`config.mk`:
```
export PLATFORM = sky130hd
export DESIGN_NAME = branch_seq_control_unit_flat
export DESIGN_NICKNAME = d
export VERILOG_FILES = /design/src/rtl/branch_seq_control_unit_if.sv /design/src/rtl/branch_seq_control_unit.sv /design/src/flat_wrapper.sv
export SDC_FILE = /design/constraint.sdc
export NUM_CORES = 1
export LEC_CHECK = 0
export ABC_CLOCK_PERIOD_IN_PS = 4700
export BUFFER_PORTS_ARGS = -buffer_cell sky130_fd_sc_hd__buf_4
export CORE_AREA = 2 2 48 61
export CTS_CLUSTER_SIZE = 10
export DETAILED_ROUTE_END_ITERATION = 10
export DIE_AREA = 0 0 50 63
export PLACE_DENSITY = 0.72
export SKIP_CTS_REPAIR_TIMING = 1
export SYNTH_ARGS = -nofsm -noshare
export SYNTH_HDL_FRONTEND = slang
export SYNTH_SLANG_ARGS = --single-unit
```
`constraint.sdc`:
```
create_clock -name clk -period 4.7 [get_ports clk]
set_clock_uncertainty 0.05 [all_clocks]
set_input_delay 0 -clock clk [delete_from_list [all_inputs] [get_ports clk]]
set_output_delay 0 -clock clk [all_outputs]
set_load 0.1 [all_outputs]
```
`src/rtl/branch_seq_control_unit_if.sv`:
```
// branch_seq_control_unit_if: instruction/flag inputs and datapath control strobes of the sequencer.
interface branch_seq_control_unit_if;
    logic [31:0] IR;
    logic        CON_out;
    logic        PC_in, IR_in, Y_in, Z_in, MAR_in, MDR_in, IncPC;
    logic        PC_out, Zlow_out, MDR_out, C_out;
    logic        Read, Write;
    logic        Gra, Grb, Grc, Rin, Rout, BAout;
    logic        CON_in;
    logic [4:0]  alu_instruction_bits;
    logic        Run;
    modport master (
        output IR, CON_out,
        input  PC_in, IR_in, Y_in, Z_in, MAR_in, MDR_in, IncPC,
        input  PC_out, Zlow_out, MDR_out, C_out, Read, Write,
        input  Gra, Grb, Grc, Rin, Rout, BAout, CON_in, alu_instruction_bits, Run
    );
    modport slave (
        input  IR, CON_out,
        output PC_in, IR_in, Y_in, Z_in, MAR_in, MDR_in, IncPC,
        output PC_out, Zlow_out, MDR_out, C_out, Read, Write,
        output Gra, Grb, Grc, Rin, Rout, BAout, CON_in, alu_instruction_bits, Run
    );
endinterface

```
`src/rtl/branch_seq_control_unit.sv`:
```
// branch_seq_control_unit: Moore fetch/decode/execute sequencer; each instruction class gets its own state chain.
module branch_seq_control_unit (
    input  logic                      clk,
    input  logic                      clr,
    branch_seq_control_unit_if.slave  bus
);
    localparam logic [4:0] OP_LD   = 5'b00000;
    localparam logic [4:0] OP_ST   = 5'b00010;
    localparam logic [4:0] OP_ADDI = 5'b01100;
    localparam logic [4:0] OP_BR   = 5'b10010;
    localparam logic [4:0] OP_HALT = 5'b11011;
    localparam logic [4:0] ALU_ADD = 5'b00011;
    typedef enum logic [4:0] {
        T0, T1, T2, T3, R4, R5, I4, I5, L4, L5, L6, L7, S4, S5, S6, S7, B4, B5, B6, HALT
    } state_t;
    state_t      r_state, w_next;
    logic [4:0]  r_alu;
    logic [4:0]  w_op;
    logic        w_is_r;
    logic        w_unused;
    assign w_op     = bus.IR[31:27];
    assign w_is_r   = w_op inside {[5'b00011:5'b00110]};
    assign w_unused = &{1'b0, bus.IR[26:0]};
    // The R-type ALU code is captured at decode so later IR changes cannot alter it.
    always_ff @(posedge clk) begin
        if (clr) begin
            r_state <= T0;
            r_alu   <= 5'd0;
        end else begin
            r_state <= w_next;
            if (r_state == T3) r_alu <= w_op;
        end
    end
    always_comb begin
        w_next = T0;
        case (r_state)
            T0:      w_next = T1;
            T1:      w_next = T2;
            T2:      w_next = T3;
            T3:      w_next = w_is_r ? R4 : (w_op == OP_ADDI) ? I4 : (w_op == OP_LD) ? L4 :
                              (w_op == OP_ST) ? S4 : (w_op == OP_BR) ? B4 : (w_op == OP_HALT) ? HALT : T0;
            R4:      w_next = R5;
            I4:      w_next = I5;
            L4:      w_next = L5;
            L5:      w_next = L6;
            L6:      w_next = L7;
            S4:      w_next = S5;
            S5:      w_next = S6;
            S6:      w_next = S7;
            B4:      w_next = B5;
            B5:      w_next = B6;
            HALT:    w_next = HALT;
            default: w_next = T0;
        endcase
    end
    // Reset gates every strobe off combinationally so nothing fires while clr is held.
    always_comb begin
        bus.PC_in = 1'b0;
        bus.IR_in = 1'b0;
        bus.Y_in = 1'b0;
        bus.Z_in = 1'b0;
        bus.MAR_in = 1'b0;
        bus.MDR_in = 1'b0;
        bus.IncPC = 1'b0;
        bus.PC_out = 1'b0;
        bus.Zlow_out = 1'b0;
        bus.MDR_out = 1'b0;
        bus.C_out = 1'b0;
        bus.Read = 1'b0;
        bus.Write = 1'b0;
        bus.Gra = 1'b0;
        bus.Grb = 1'b0;
        bus.Grc = 1'b0;
        bus.Rin = 1'b0;
        bus.Rout = 1'b0;
        bus.BAout = 1'b0;
        bus.CON_in = 1'b0;
        bus.alu_instruction_bits = 5'd0;
        bus.Run = clr || (r_state != HALT);
        if (!clr) begin
            case (r_state)
                T0: begin bus.PC_out = 1'b1; bus.MAR_in = 1'b1; bus.IncPC = 1'b1; bus.Z_in = 1'b1; end
                T1: begin bus.Zlow_out = 1'b1; bus.PC_in = 1'b1; bus.Read = 1'b1; bus.MDR_in = 1'b1; end
                T2: begin bus.MDR_out = 1'b1; bus.IR_in = 1'b1; end
                T3: begin
                    if (w_is_r || w_op == OP_ADDI) begin
                        bus.Grb = 1'b1; bus.Rout = 1'b1; bus.Y_in = 1'b1;
                    end else if (w_op == OP_LD || w_op == OP_ST) begin
                        bus.Grb = 1'b1; bus.BAout = 1'b1; bus.Y_in = 1'b1;
                    end else if (w_op == OP_BR) begin
                        bus.Gra = 1'b1; bus.Rout = 1'b1; bus.CON_in = 1'b1;
                    end
                end
                R4: begin bus.Grc = 1'b1; bus.Rout = 1'b1; bus.Z_in = 1'b1; bus.alu_instruction_bits = r_alu; end
                I4, L4, S4, B5: begin bus.C_out = 1'b1; bus.Z_in = 1'b1; bus.alu_instruction_bits = ALU_ADD; end
                R5, I5: begin bus.Zlow_out = 1'b1; bus.Gra = 1'b1; bus.Rin = 1'b1; end
                L5, S5: begin bus.Zlow_out = 1'b1; bus.MAR_in = 1'b1; end
                L6: begin bus.Read = 1'b1; bus.MDR_in = 1'b1; end
                L7: begin bus.MDR_out = 1'b1; bus.Gra = 1'b1; bus.Rin = 1'b1; end
                S6: begin bus.Gra = 1'b1; bus.Rout = 1'b1; bus.MDR_in = 1'b1; end
                S7: bus.Write = 1'b1;
                B4: begin bus.PC_out = 1'b1; bus.Y_in = 1'b1; end
                B6: begin bus.Zlow_out = bus.CON_out; bus.PC_in = bus.CON_out; end
                default: ;
            endcase
        end
    end
endmodule

```
`src/flat_wrapper.sv`:
```
// flat-port wrapper written by rule: the top's interface ports become plain ports
module branch_seq_control_unit_flat 
  (clk, clr, bus_IR, bus_CON_out, bus_PC_in, bus_IR_in, bus_Y_in, bus_Z_in, bus_MAR_in, bus_MDR_in, bus_IncPC, bus_PC_out, bus_Zlow_out, bus_MDR_out, bus_C_out, bus_Read, bus_Write, bus_Gra, bus_Grb, bus_Grc, bus_Rin, bus_Rout, bus_BAout, bus_CON_in, bus_alu_instruction_bits, bus_Run);
  branch_seq_control_unit_if bus_i ();
  input  logic clk;
  input  logic clr;
  input wire logic [$bits(bus_i.IR)-1:0] bus_IR;
  input wire logic [$bits(bus_i.CON_out)-1:0] bus_CON_out;
  output wire logic [$bits(bus_i.PC_in)-1:0] bus_PC_in;
  output wire logic [$bits(bus_i.IR_in)-1:0] bus_IR_in;
  output wire logic [$bits(bus_i.Y_in)-1:0] bus_Y_in;
  output wire logic [$bits(bus_i.Z_in)-1:0] bus_Z_in;
  output wire logic [$bits(bus_i.MAR_in)-1:0] bus_MAR_in;
  output wire logic [$bits(bus_i.MDR_in)-1:0] bus_MDR_in;
  output wire logic [$bits(bus_i.IncPC)-1:0] bus_IncPC;
  output wire logic [$bits(bus_i.PC_out)-1:0] bus_PC_out;
  output wire logic [$bits(bus_i.Zlow_out)-1:0] bus_Zlow_out;
  output wire logic [$bits(bus_i.MDR_out)-1:0] bus_MDR_out;
  output wire logic [$bits(bus_i.C_out)-1:0] bus_C_out;
  output wire logic [$bits(bus_i.Read)-1:0] bus_Read;
  output wire logic [$bits(bus_i.Write)-1:0] bus_Write;
  output wire logic [$bits(bus_i.Gra)-1:0] bus_Gra;
  output wire logic [$bits(bus_i.Grb)-1:0] bus_Grb;
  output wire logic [$bits(bus_i.Grc)-1:0] bus_Grc;
  output wire logic [$bits(bus_i.Rin)-1:0] bus_Rin;
  output wire logic [$bits(bus_i.Rout)-1:0] bus_Rout;
  output wire logic [$bits(bus_i.BAout)-1:0] bus_BAout;
  output wire logic [$bits(bus_i.CON_in)-1:0] bus_CON_in;
  output wire logic [$bits(bus_i.alu_instruction_bits)-1:0] bus_alu_instruction_bits;
  output wire logic [$bits(bus_i.Run)-1:0] bus_Run;
  assign bus_i.IR = bus_IR;
  assign bus_i.CON_out = bus_CON_out;
  assign bus_PC_in = bus_i.PC_in;
  assign bus_IR_in = bus_i.IR_in;
  assign bus_Y_in = bus_i.Y_in;
  assign bus_Z_in = bus_i.Z_in;
  assign bus_MAR_in = bus_i.MAR_in;
  assign bus_MDR_in = bus_i.MDR_in;
  assign bus_IncPC = bus_i.IncPC;
  assign bus_PC_out = bus_i.PC_out;
  assign bus_Zlow_out = bus_i.Zlow_out;
  assign bus_MDR_out = bus_i.MDR_out;
  assign bus_C_out = bus_i.C_out;
  assign bus_Read = bus_i.Read;
  assign bus_Write = bus_i.Write;
  assign bus_Gra = bus_i.Gra;
  assign bus_Grb = bus_i.Grb;
  assign bus_Grc = bus_i.Grc;
  assign bus_Rin = bus_i.Rin;
  assign bus_Rout = bus_i.Rout;
  assign bus_BAout = bus_i.BAout;
  assign bus_CON_in = bus_i.CON_in;
  assign bus_alu_instruction_bits = bus_i.alu_instruction_bits;
  assign bus_Run = bus_i.Run;
  branch_seq_control_unit u_core (.clk(clk), .clr(clr), .bus(bus_i));
endmodule
```
==> results of run 1 <==
-- registers in the layout (all words and copies together) (netlist names) --
signal and flops:
u_core.r_state 5, u_core.r_alu 5
-- synthesized netlist by cell type, types with 2 or more instances --
master | n | area share (%)
a21o_1 | 6 | 4.6
a21oi_1 | 11 | 5.6
and2_1 | 5 | 3.2
and3b_1 | 2 | 1.8
buf_1 | 2 | 0.77
buf_2 | 2 | 1.0
clkbuf_1 | 7 | 2.7
dfxtp_1 | 10 | 20
mux2i_1 | 5 | 5.1
nand2_1 | 5 | 1.9
nand2b_1 | 7 | 4.5
nand3_1 | 2 | 1.0
nand3b_1 | 3 | 2.3
nor2_1 | 22 | 8.4
nor3_1 | 5 | 2.6
nor4_1 | 4 | 2.6
nor4b_1 | 3 | 2.7
o21a_1 | 2 | 1.5
o21ai_0 | 4 | 2.0
o21bai_1 | 2 | 1.5
o22ai_1 | 2 | 1.3
xor2_1 | 2 | 1.8
-- how the worst max path moves through the flow --
stage | start | end | slack [ps] | cells past startpoint
after global routing | u_core.r_state[0] | bus_Gra | 1960 | 5
after detailed placement | u_core.r_state[0] | bus_Gra | 2410 | 5
after CTS | u_core.r_state[0] | bus_Gra | 2120 | 5
after global placement | u_core.r_state[0] | bus_Gra | 2440 | 5
after floorplan | u_core.r_state[3] | bus_Z_in | 70 | 5
final | u_core.r_state[0] | bus_Gra | 2140 | 5
-- area by class of cell --
class | instances | area (um^2) | share of cell area, %
inverters | 1 | 3.75 | 0.294
clock buffers | 4 | 36.3 | 2.84
well taps | 34 | 42.5 | 3.33
multi-input cells | 114 | 737 | 57.7
repair buffers | 34 | 258 | 20.2
flip-flops and latches | 10 | 200 | 15.7
-- power breakdown --
part | total [uW] | internal, uW | switching (uW)
clock network | 76.4 | 47.0 | 29.4
logic | 118 | 31.8 | 86.1
registers | 97.4 | 88.0 | 9.43
total | 292 | 167 | 125
-- per-layer routing --
metal	wire length [um]	up-vias
li1	-	556
met1	1150	533
met2	1340	31
met3	103	6
met4	47	0
met5	0	-
-- worst max-delay path: stages, from the launching register on --
cell     delay [ps]
dfxtp_1         740
nand2_1         310
or4_4           540
nor4_4          260
a21o_1          120
buf_4           280
-- metrics by stage --
stage / utilization (%) / setup WS, ps / hold slack (ps) / power, uW
2_1_floorplan: - / 71.5 / 96.8 / 192
3_3_place_gp: 47.3 / 2440 / 233 / 215
3_5_place_dp: 47.3 / 2410 / 235 / 216
4_1_cts: 48.7 / 2120 / -40.5 / 292
5_1_grt: 49.1 / 1960 / 37.3 / 303
6_report: 49.1 / 2140 / 15.5 / 292
-- logic make-up after synthesis --
family,Yosys count,share of synthesized area [%]
AO/OA/AOI/OAI,38,26.5
XOR/XNOR,3,2.69
buffers and inverters,12,4.86
flip-flops,10,20.5
multiplexers,5,5.12
AND/OR/NAND/NOR,68,40.4
==> results.txt, run 1 <==
----------------------------------------------------
[Die]
  Die span in y ... approximately 63 um
  Core box area ... roughly 2600 um^2
  Initial standard-cell utilization of the core ... 37.6%
  Die outline area ... 3150 um^2
  Chip Width ... 50 um
  Number of I/O pins ... 61
  Number of standard-cell rows in the floorplan ... 21

[CTS]
  Library cell used as clock root buffer ... clkbuf_4
  Deepest level of the CTS H-tree ... 1
  Post-CTS clock slew at the launch and capture registers of the worst setup and hold paths ... ~70 ps
  Maximum buffer depth of the clock tree ... 2
  Clk Latency, worst-skew pair ... between 200 and 300 ps
  TritonCTS clock tree ... done
  Number of sinks driven by the clock tree ... 10
  Number of buffers created by CTS ... 3

[Finish]
  Final std cell area, no fill ... about 1300 um^2
  Area Overhead vs Synth ... 30.6%
  Most common cell after layout, fill and taps aside ... buf_4
  Antenna Cells ... 0
  Most frequent cells in the layout ... buf_4, nor2_1, a21oi_1
  Final cell count without fillers ... a little under 200
  Fraction of final layout cells with drive strength greater than 1 ... a little over a quarter
  Filler Cells Inserted ... ~270
  Nets ... 199

[STA]
  Setup TNS ... 0 ps
  Setup-violating endpoint count in the final report ... 0
  Share of the clock period used by the worst path after layout ... between 50% and 60%
  Time the final worst path needs with I/O delays and setup ... roughly 2600 ps
  Hold Fails Final Rpt ... 0
  Count of pins over their slew limit ... 0
  Worst slew slack as a fraction of its limit ... 53.2%
  Worst Max-Slew Pin Slew ... 698 ps
  Highest achievable clock rate ... 391 MHz
  Setup repair after global routing missed its margin ... false

[Yosys]
  Number of flip-flops and latches in the synthesized netlist ... 10
  Number of unique standard cell types used by synthesis ... between 40 and 50
  Cell area after technology mapping ... just under 1000 um^2
  Number of enable flip-flop cells after synthesis ... 0
  Sequential cell area fraction in the yosys report ... between 20 and 25%
  Prevailing post-synth register cell ... dfxtp_1
  Warning count from the yosys run ... 0
  Gate count after technology mapping ... around 140
  Post-Synthesis Mean Instance Area ... about 7 um^2
  Async SR Flop Fraction ... 0%
  Number of nets produced by synthesis ... roughly 170

[Min path]
  Class of the tightest hold or removal check ... in -> reg
  Worst hold path endpoint ... u_core.r_alu[2]
  Hold-critical path depth ... 3
  Worst hold start ... bus_IR[29]

[Global routing]
  Met1 Resource Use GR ... roughly 20%
  Via count of the first global-routing pass ... around 950
  Antenna violations before repair ... 0
  Global route hottest layer ... met2
  GR met3 Demand/Resource ... roughly 2.2%
  Wire length of the first global-routing pass ... about 4300 um
  Met2 GRT Util ... around 28%
  Remaining Overflow, GRT ... 0
  Largest net degree at the start of global routing ... 21
  Total Routing Usage GR ... about 16%

[Outcome]
  Status ... finished, final reports clean

[Placement]
  Routability-driven placement congestion ratio ... approximately 0.86
  PortBufs ... 33
  DP HPWL ... about 2000 um
  Area after detailed placement ... roughly 1200 um^2
  Dpl cells ... between 150 and 200

[Worst setup path]
  Worst setup EP type ... output port
  Data required time at the worst endpoint ... between 4000 and 5000 ps
  Depth of the worst register-to-register path ... 4
  Data arrival, critical path ... 2510 ps
  Kind of start point of the critical path ... flop
  Reg-to-reg critical path endpoint ... u_core.r_alu[0]
  Flop2flop setup slack ... ~2600 ps
  CP Class ... reg -> out
  Launch instance of the worst register-to-register path ... u_core.r_state[0]
  Maximum fanout along the worst path ... 20

[Power and ir drop]
  Power Density ... around 230 nW/um^2
  Leakage power total ... roughly 0.00057 uW
  Peak ir drop on the vdd network ... approximately 180 uV

[Route]
  Routed wire per std cell ... between 10 and 15 um
  Final wirelength ... approximately 2600 um
  Final routed DRC violation total ... 0
  Number of iterations in the first detailed-routing pass ... 4
  Vias ... 1126
  Initial DRC count ... 16
  Residual antenna-violating net count after detailed routing ... 0
  Via density ... around 5.7

[Job]
  Max Cap Viol ... 0

----------------------------------------------------
No activity file was read; power rests on OpenSTA's default activity.
==> run 2: changes to the inputs <==
- ABC_AREA: default -> 1
- ABC_CLOCK_PERIOD_IN_PS: 4700 -> 2600
- CORE_AREA: 2 2 48 61 -> 2 2 46 59
- DIE_AREA: 0 0 50 63 -> 0 0 48 61
- PLACE_DENSITY: 0.72 -> 0.75
- clock period: 4.7 -> 2.6 ns (I/O delays scaled with it)
==> run 2 against run 1 <==
  * Worst setup slack lost 1600 ps
  * Non-clock buffer count decreased by 1
  * Utilization is 2.6 points higher
  * Power rose by 140%
  * Die area decreased by 7.0%
  * Hold slack worse by 4.8 ps
  * Via count is 3.2% higher
  * Register-to-register slack got worse by 1500 ps
  * Sequential power rose by 86%
  * Sequential cell count did not move
  * Synthesized cell count increased by 20%
  * First-iteration DRC count is 94% higher
  * Critical endpoint is now bus_Rout
  * Largest power group unchanged
==> results.txt, run 2 <==
----------------------------------------------------
[Outcome]
  Status ... finished, final reports clean

[Worst setup path]
  Worst setup EP type ... output port
  Maximum fanout along the worst path ... 12
  Category of cells accounting for the largest share of critical-path delay ... simple AND/OR/NAND/NOR gates
  Data required time at the worst endpoint ... 2550 ps
  Number of buffer and inverter stages on the critical path ... 3
  Logic depth of the worst path, buffers included ... 7
  Depth of the worst register-to-register path ... 9
  Crit-path slowest cell ... dfxtp_1
  Data arrival, critical path ... 1960 ps
  Critical path cell sequence ... nand2_2 -> clkinv_1 -> nand3_2 -> inv_2 -> nand3b_1 -> nand4_1 -> buf_4
  Kind of start point of the critical path ... flop
  CP Class ... reg -> out
  CP peak stage delay ... ~470 ps

[Power and ir drop]
  Peak ir drop on the vdd network ... about 360 uV
  Relative contribution of the clock network to total power ... 20.7%
  Net switching power ... 358 uW
  Cell-internal power ... roughly 330 uW
  Combinational share of power ... between 50 and 60%
  Power Density ... ~560 nW/um^2
  Leakage power total ... around 0.00065 uW
  Switching fraction of total power ... approximately half
  Total power consumption of the routed design ... 689 uW
  Power share of the sequential group ... 26.2%

[Yosys]
  Prevailing post-synth register cell ... dfxtp_1
  Async SR Flop Fraction ... 0%
  Sequential cell area fraction in the yosys report ... 21.9%
  Gate count after technology mapping ... around 160
  Number of flip-flops and latches in the synthesized netlist ... 10
  Cell area after technology mapping ... roughly 900 um^2
  Library cell with the highest instance count after synthesis ... nand2_1
  Number of unique standard cell types used by synthesis ... 25
  Leading cell types by total area after synthesis ... dfxtp_1, nand2_1, nor2_1
  Number of nets produced by synthesis ... between 150 and 200
  Fraction of post-synthesis cell area in the top cell type by area ... 21.9%
  Ranking of synthesized cells by instance count ... nand2_1, nor2_1, inv_1
  Synth area leader ... dfxtp_1
  Post-Synthesis Mean Instance Area ... 5.60 um^2
  Warning count from the yosys run ... 0
  Number of enable flip-flop cells after synthesis ... 0

[Route]
  Routed wire per std cell ... around 12 um
  Number of iterations in the first detailed-routing pass ... 6
  Via density ... about 5.1
  Initial DRC count ... 31
  Residual antenna-violating net count after detailed routing ... 0
  Final routed DRC violation total ... 0
  Final wirelength ... 2760 um
  Vias ... approximately 1200

[STA]
  Time the final worst path needs with I/O delays and setup ... approximately 2000 ps
  Share of the clock period used by the worst path after layout ... 77.5%
  Worst slew slack as a fraction of its limit ... between 70 and 80%
  Highest achievable clock rate ... between 400 and 500 MHz
  Worst Max-Slew Pin Slew ... approximately 430 ps
  Count of pins over their slew limit ... 0
  Setup repair after global routing missed its margin ... false
  Setup-violating endpoint count in the final report ... 0
  Hold Fails Final Rpt ... 0

[Finish]
  Fraction of final layout cells with drive strength greater than 1 ... between 20% and 30%
  Largest registers ... u_core.r_alu: 5 flops, u_core.r_state: 5 flops
  Antenna Cells ... 0
  Most common cell after layout, fill and taps aside ... nand2_1
  Area Overhead vs Synth ... 34.7%
  Most frequent cells in the layout ... nand2_1, buf_4, nor2_1
  Nets ... 231
  Final std cell area, no fill ... 1230 um^2

[CTS]
  Maximum buffer depth of the clock tree ... 2
  TritonCTS clock tree ... done
  Deepest level of the CTS H-tree ... 1
  Post-CTS clock slew at the launch and capture registers of the worst setup and hold paths ... 70 ps
  Clk Latency, worst-skew pair ... about 270 ps
  Number of sinks driven by the clock tree ... 10
  Library cell used as clock root buffer ... clkbuf_4
  Number of buffers created by CTS ... 3

[Min path]
  Class of the tightest hold or removal check ... in -> reg
  Hold-critical path depth ... 2

[Global routing]
  Antenna violations before repair ... 0
  Total Routing Usage GR ... about a fifth
  Remaining Overflow, GRT ... 0
  Via count of the first global-routing pass ... around 1000
  Wire length of the first global-routing pass ... 4200 um
  Largest net degree at the start of global routing ... 18

[Placement]
  PortBufs ... 33
  Routability-driven placement congestion ratio ... 0.938
  Area after detailed placement ... between 1000 and 1500 um^2
  DP HPWL ... 2190 um

[Die]
  Number of I/O pins ... ~60
  Die span in y ... 61 um
  Number of standard-cell rows in the floorplan ... 20
  Die outline area ... a little under 3000 um^2
  Initial standard-cell utilization of the core ... 38.4%
  Chip Width ... approximately 48 um
  Core box area ... 2380 um^2

[Job]
  Max Cap Viol ... 0

----------------------------------------------------
run 2: kinds of logic (layout without fill, tap and decap cells):
group | Yosys count | after routing | synth area share (%)
AO/OA/AOI/OAI | 23 | 23 | 14.1
buffers and inverters | 28 | 60 | 12.7
flip-flops | 10 | 10 | 21.9
AND/OR/NAND/NOR | 102 | 102 | 51.2
run 2: final timing paths:
check	start	to	slack, ps
worst max-delay path	u_core.r_state[0]	bus_Rout	590
worst min-delay path	clr	u_core.r_state[4]	10
worst max register to register	u_core.r_state[4]	u_core.r_state[0]	1020
worst min register to register	u_core.r_alu[2]	u_core.r_alu[2]	410
run 2: power groups by stage:
stage / combinational, uW / clock, uW / sequential, uW
after global routing: 389 / 155 / 182
after global placement: 362 / 0 / 183
after floorplan: 295 / 0 / 181
final: 366 / 143 / 181
after detailed placement: 365 / 0 / 184
after CTS: 365 / 148 / 180
run 2: through the flow:
stage                     setup WS [ps]  TNS (ps)  hold slack, ps  std cells  utilization [%]
after CTS                           599         0           -5.10        228             51.7
after global placement              919         0             279        224             50.2
after detailed placement            906         0             287        224             50.2
after global routing                470         0            3.58        228             51.7
after floorplan                    -443      -886             141        163                -
final                               585         0            10.7        228             51.7
run 2: area by class of cell:
| cell class | instances | area, um^2 |
|---|---|---|
| Fill cell | 269 | 1150 |
| Tap cell | 33 | 41.3 |
| Inverter | 23 | 86.3 |
| Multi-Input combinational cell | 125 | 618 |
| Sequential cell | 10 | 200 |
| Timing Repair Buffer | 33 | 248 |
| Clock buffer | 4 | 36.3 |
run 2: per-layer routing:
metal  share of wire [%]  track usage (%)  up-vias  routed length (um)
li1                    -                -      595                   -
met4                 1.4             7.34        0                  39
met1                  39             21.9      510                1070
met5                   0                0        -                   0
met2                  53             37.9       53                1460
met3                 6.9             1.19        4                 192
run 2: worst register-to-register path, stage by stage, from the launching register on:
cell	delay [ps]
dfxtp_1	590
inv_2	170
nand2_1	140
nor2_2	70
nand2_1	110
nand2_1	60
nor2_1	100
nand2_1	60
nor2_1	90
nor2_1	40
==> run 3: changes to the inputs <==
- ABC_CLOCK_PERIOD_IN_PS: 2600 -> 1900
- clock period: 2.6 -> 1.9 ns (I/O delays scaled with it)
==> run 3 against run 2 <==
  * First-iteration DRC count increased by 26%
  * Combinational power up 46%
  * Clock-buffer cell count shrank 1
  * Sequential cell count did not move
  * Sequential share of layout area is 1.2 points lower
  * Die area did not move
  * Cell area is 11% higher
  * Power is 34% higher
  * Non-clock buffer count increased by 1
  * Critical path depth down 2
  * Critical path type unchanged
  * Critical endpoint is now bus_MAR_in
  * Largest power group unchanged
==> results.txt, run 3 (synthesized netlist as in run 2, its figures left out) <==
----------------------------------------------------
[Outcome]
  Status ... finished, final reports clean

[Placement]
  DP HPWL ... about 2200 um
  Area after detailed placement ... approximately 1300 um^2
  Worst setup slack after placement ... 242 ps
  PortBufs ... 33
  Routability-driven placement congestion ratio ... between 0.9 and 1

[Min path]
  Hold-critical path depth ... 3
  Worst hold path endpoint ... u_core.r_alu[3]
  Class of the tightest hold or removal check ... in -> reg
  Worst hold start ... bus_IR[30]

[Global routing]
  Antenna violations before repair ... 0
  GR met3 Demand/Resource ... under 10%
  Wire length of the first global-routing pass ... between 4000 and 5000 um
  Via count of the first global-routing pass ... roughly 1000
  Largest net degree at the start of global routing ... 18
  Global route hottest layer ... met2
  Total Routing Usage GR ... between 20 and 25%
  Met1 Resource Use GR ... a little under a quarter
  Met2 GRT Util ... between 30% and 40%
  Remaining Overflow, GRT ... 0

[CTS]
  Number of sinks driven by the clock tree ... 10
  TritonCTS clock tree ... done
  Maximum buffer depth of the clock tree ... 2
  Post-CTS clock slew at the launch and capture registers of the worst setup and hold paths ... around 60 ps
  Number of buffers created by CTS ... 3
  Library cell used as clock root buffer ... clkbuf_4
  Deepest level of the CTS H-tree ... 1
  Clk Latency, worst-skew pair ... around 260 ps

[STA]
  Setup repair after global routing missed its margin ... true
  Setup TNS ... 0 ps
  Highest achievable clock rate ... about 550 MHz
  Worst Max-Slew Pin Slew ... 333 ps
  Worst slew slack as a fraction of its limit ... approximately 78%
  Time the final worst path needs with I/O delays and setup ... ~1800 ps
  Count of pins over their slew limit ... 0
  Final worst slack ... between 60 and 70 ps
  Share of the clock period used by the worst path after layout ... approximately 96%
  Hold Fails Final Rpt ... 0
  Setup-violating endpoint count in the final report ... 0

[Die]
  Die outline area ... about 2900 um^2
  Number of I/O pins ... 61
  Number of standard-cell rows in the floorplan ... 20
  Initial standard-cell utilization of the core ... around 38%
  Core box area ... roughly 2400 um^2
  Chip Width ... between 40 and 50 um
  Die span in y ... between 60 and 70 um

[Worst setup path]
  Launch instance of the worst register-to-register path ... u_core.r_state[1]
  Worst setup EP type ... output port
  Depth of the worst register-to-register path ... 8
  Flop2flop setup slack ... about 400 ps
  Data arrival, critical path ... approximately 1800 ps
  Maximum fanout along the worst path ... 6
  Data required time at the worst endpoint ... ~1900 ps
  CP Class ... reg -> out
  Reg-to-reg critical path endpoint ... u_core.r_state[3]
  Kind of start point of the critical path ... flop

[Route]
  Final wirelength ... around 2700 um
  Via density ... ~5
  Vias ... around 1200
  Final routed DRC violation total ... 0
  Number of iterations in the first detailed-routing pass ... 4
  Routed wire per std cell ... ~12 um
  Residual antenna-violating net count after detailed routing ... 0
  Initial DRC count ... 39

[Finish]
  Antenna Cells ... 0
  Fraction of final layout cells with drive strength greater than 1 ... 33.3%
  Final Core Density ... a little under three fifths
  Most frequent cells in the layout ... nand2_1, buf_4, nor2_1
  Largest registers ... u_core.r_alu: 5 flops, u_core.r_state: 5 flops
  Filler Cells Inserted ... approximately 230
  Final std cell area, no fill ... approximately 1400 um^2
  Area Overhead vs Synth ... 48.9%
  Most common cell after layout, fill and taps aside ... nand2_1
  Nets ... 232

[Power and ir drop]
  Power Density ... 679 nW/um^2
  Peak ir drop on the vdd network ... around 430 uV
  Leakage power total ... between 0.0006 and 0.0007 uW
  Total power consumption of the routed design ... approximately 900 uW

[Job]
  Max Cap Viol ... 0

----------------------------------------------------
[run 3: cell count changes in the layout (fill, tap and decap cells not counted), sizes merged]
cell    before  now
buf         33   34
clkbuf       4    3
[run 3: worst max-delay path by stage]
stage                      start                           to  slack [ps]  depth (start not counted)
2_1_floorplan  u_core.r_state[4]  bus_alu_instruction_bits[0]        -380                          4
3_3_place_gp   u_core.r_state[4]  bus_alu_instruction_bits[0]         250                          4
5_1_grt        u_core.r_state[1]                     bus_Rout         -30                          7
6_report       u_core.r_state[0]                   bus_MAR_in          70                          5
3_5_place_dp   u_core.r_state[4]  bus_alu_instruction_bits[0]         240                          4
4_1_cts        u_core.r_state[4]  bus_alu_instruction_bits[0]         -50                          4
[run 3: per-stage QoR]
| stage | hold slack [ps] | std cells |
|---|---|---|
| 5_1_grt | 21.3 | 228 |
| 6_report | 14.0 | 228 |
| 4_1_cts | 11.7 | 228 |
| 3_3_place_gp | 274 | 225 |
| 2_1_floorplan | 141 | 163 |
| 3_5_place_dp | 283 | 225 |
[run 3: final cells by class]
class | instances | area [um^2] | share of cell area [%]
clock buffers | 3 | 22.5 | 1.66
inverters | 23 | 91.3 | 6.72
multi-input cells | 125 | 702 | 51.6
flip-flops and latches | 10 | 205 | 15.1
well taps | 33 | 41.3 | 3.04
repair buffers | 34 | 298 | 21.9
[run 3: per-layer routing]
metal	vias to the layer above	routed length (um)
met2	48	1460
met4	0	48
li1	592	-
met5	-	0
met3	6	143
met1	508	1100
[run 3: worst max-delay path: stages (launching register included)]
cell and delay (ps):
dfxtp_2 360, nor2_1 260, nand2_1 250, nor3_4 260, a31o_4 110, buf_4 270
[run 3: power by group]
group | total (uW) | leakage, uW | switching, uW | internal (uW)
clock | 141 | 0.0000138 | 67.6 | 73.0
sequential | 249 | 0.0000831 | 19.1 | 230
combinational | 534 | 0.000585 | 408 | 126
total | 924 | 0.000682 | 495 | 429
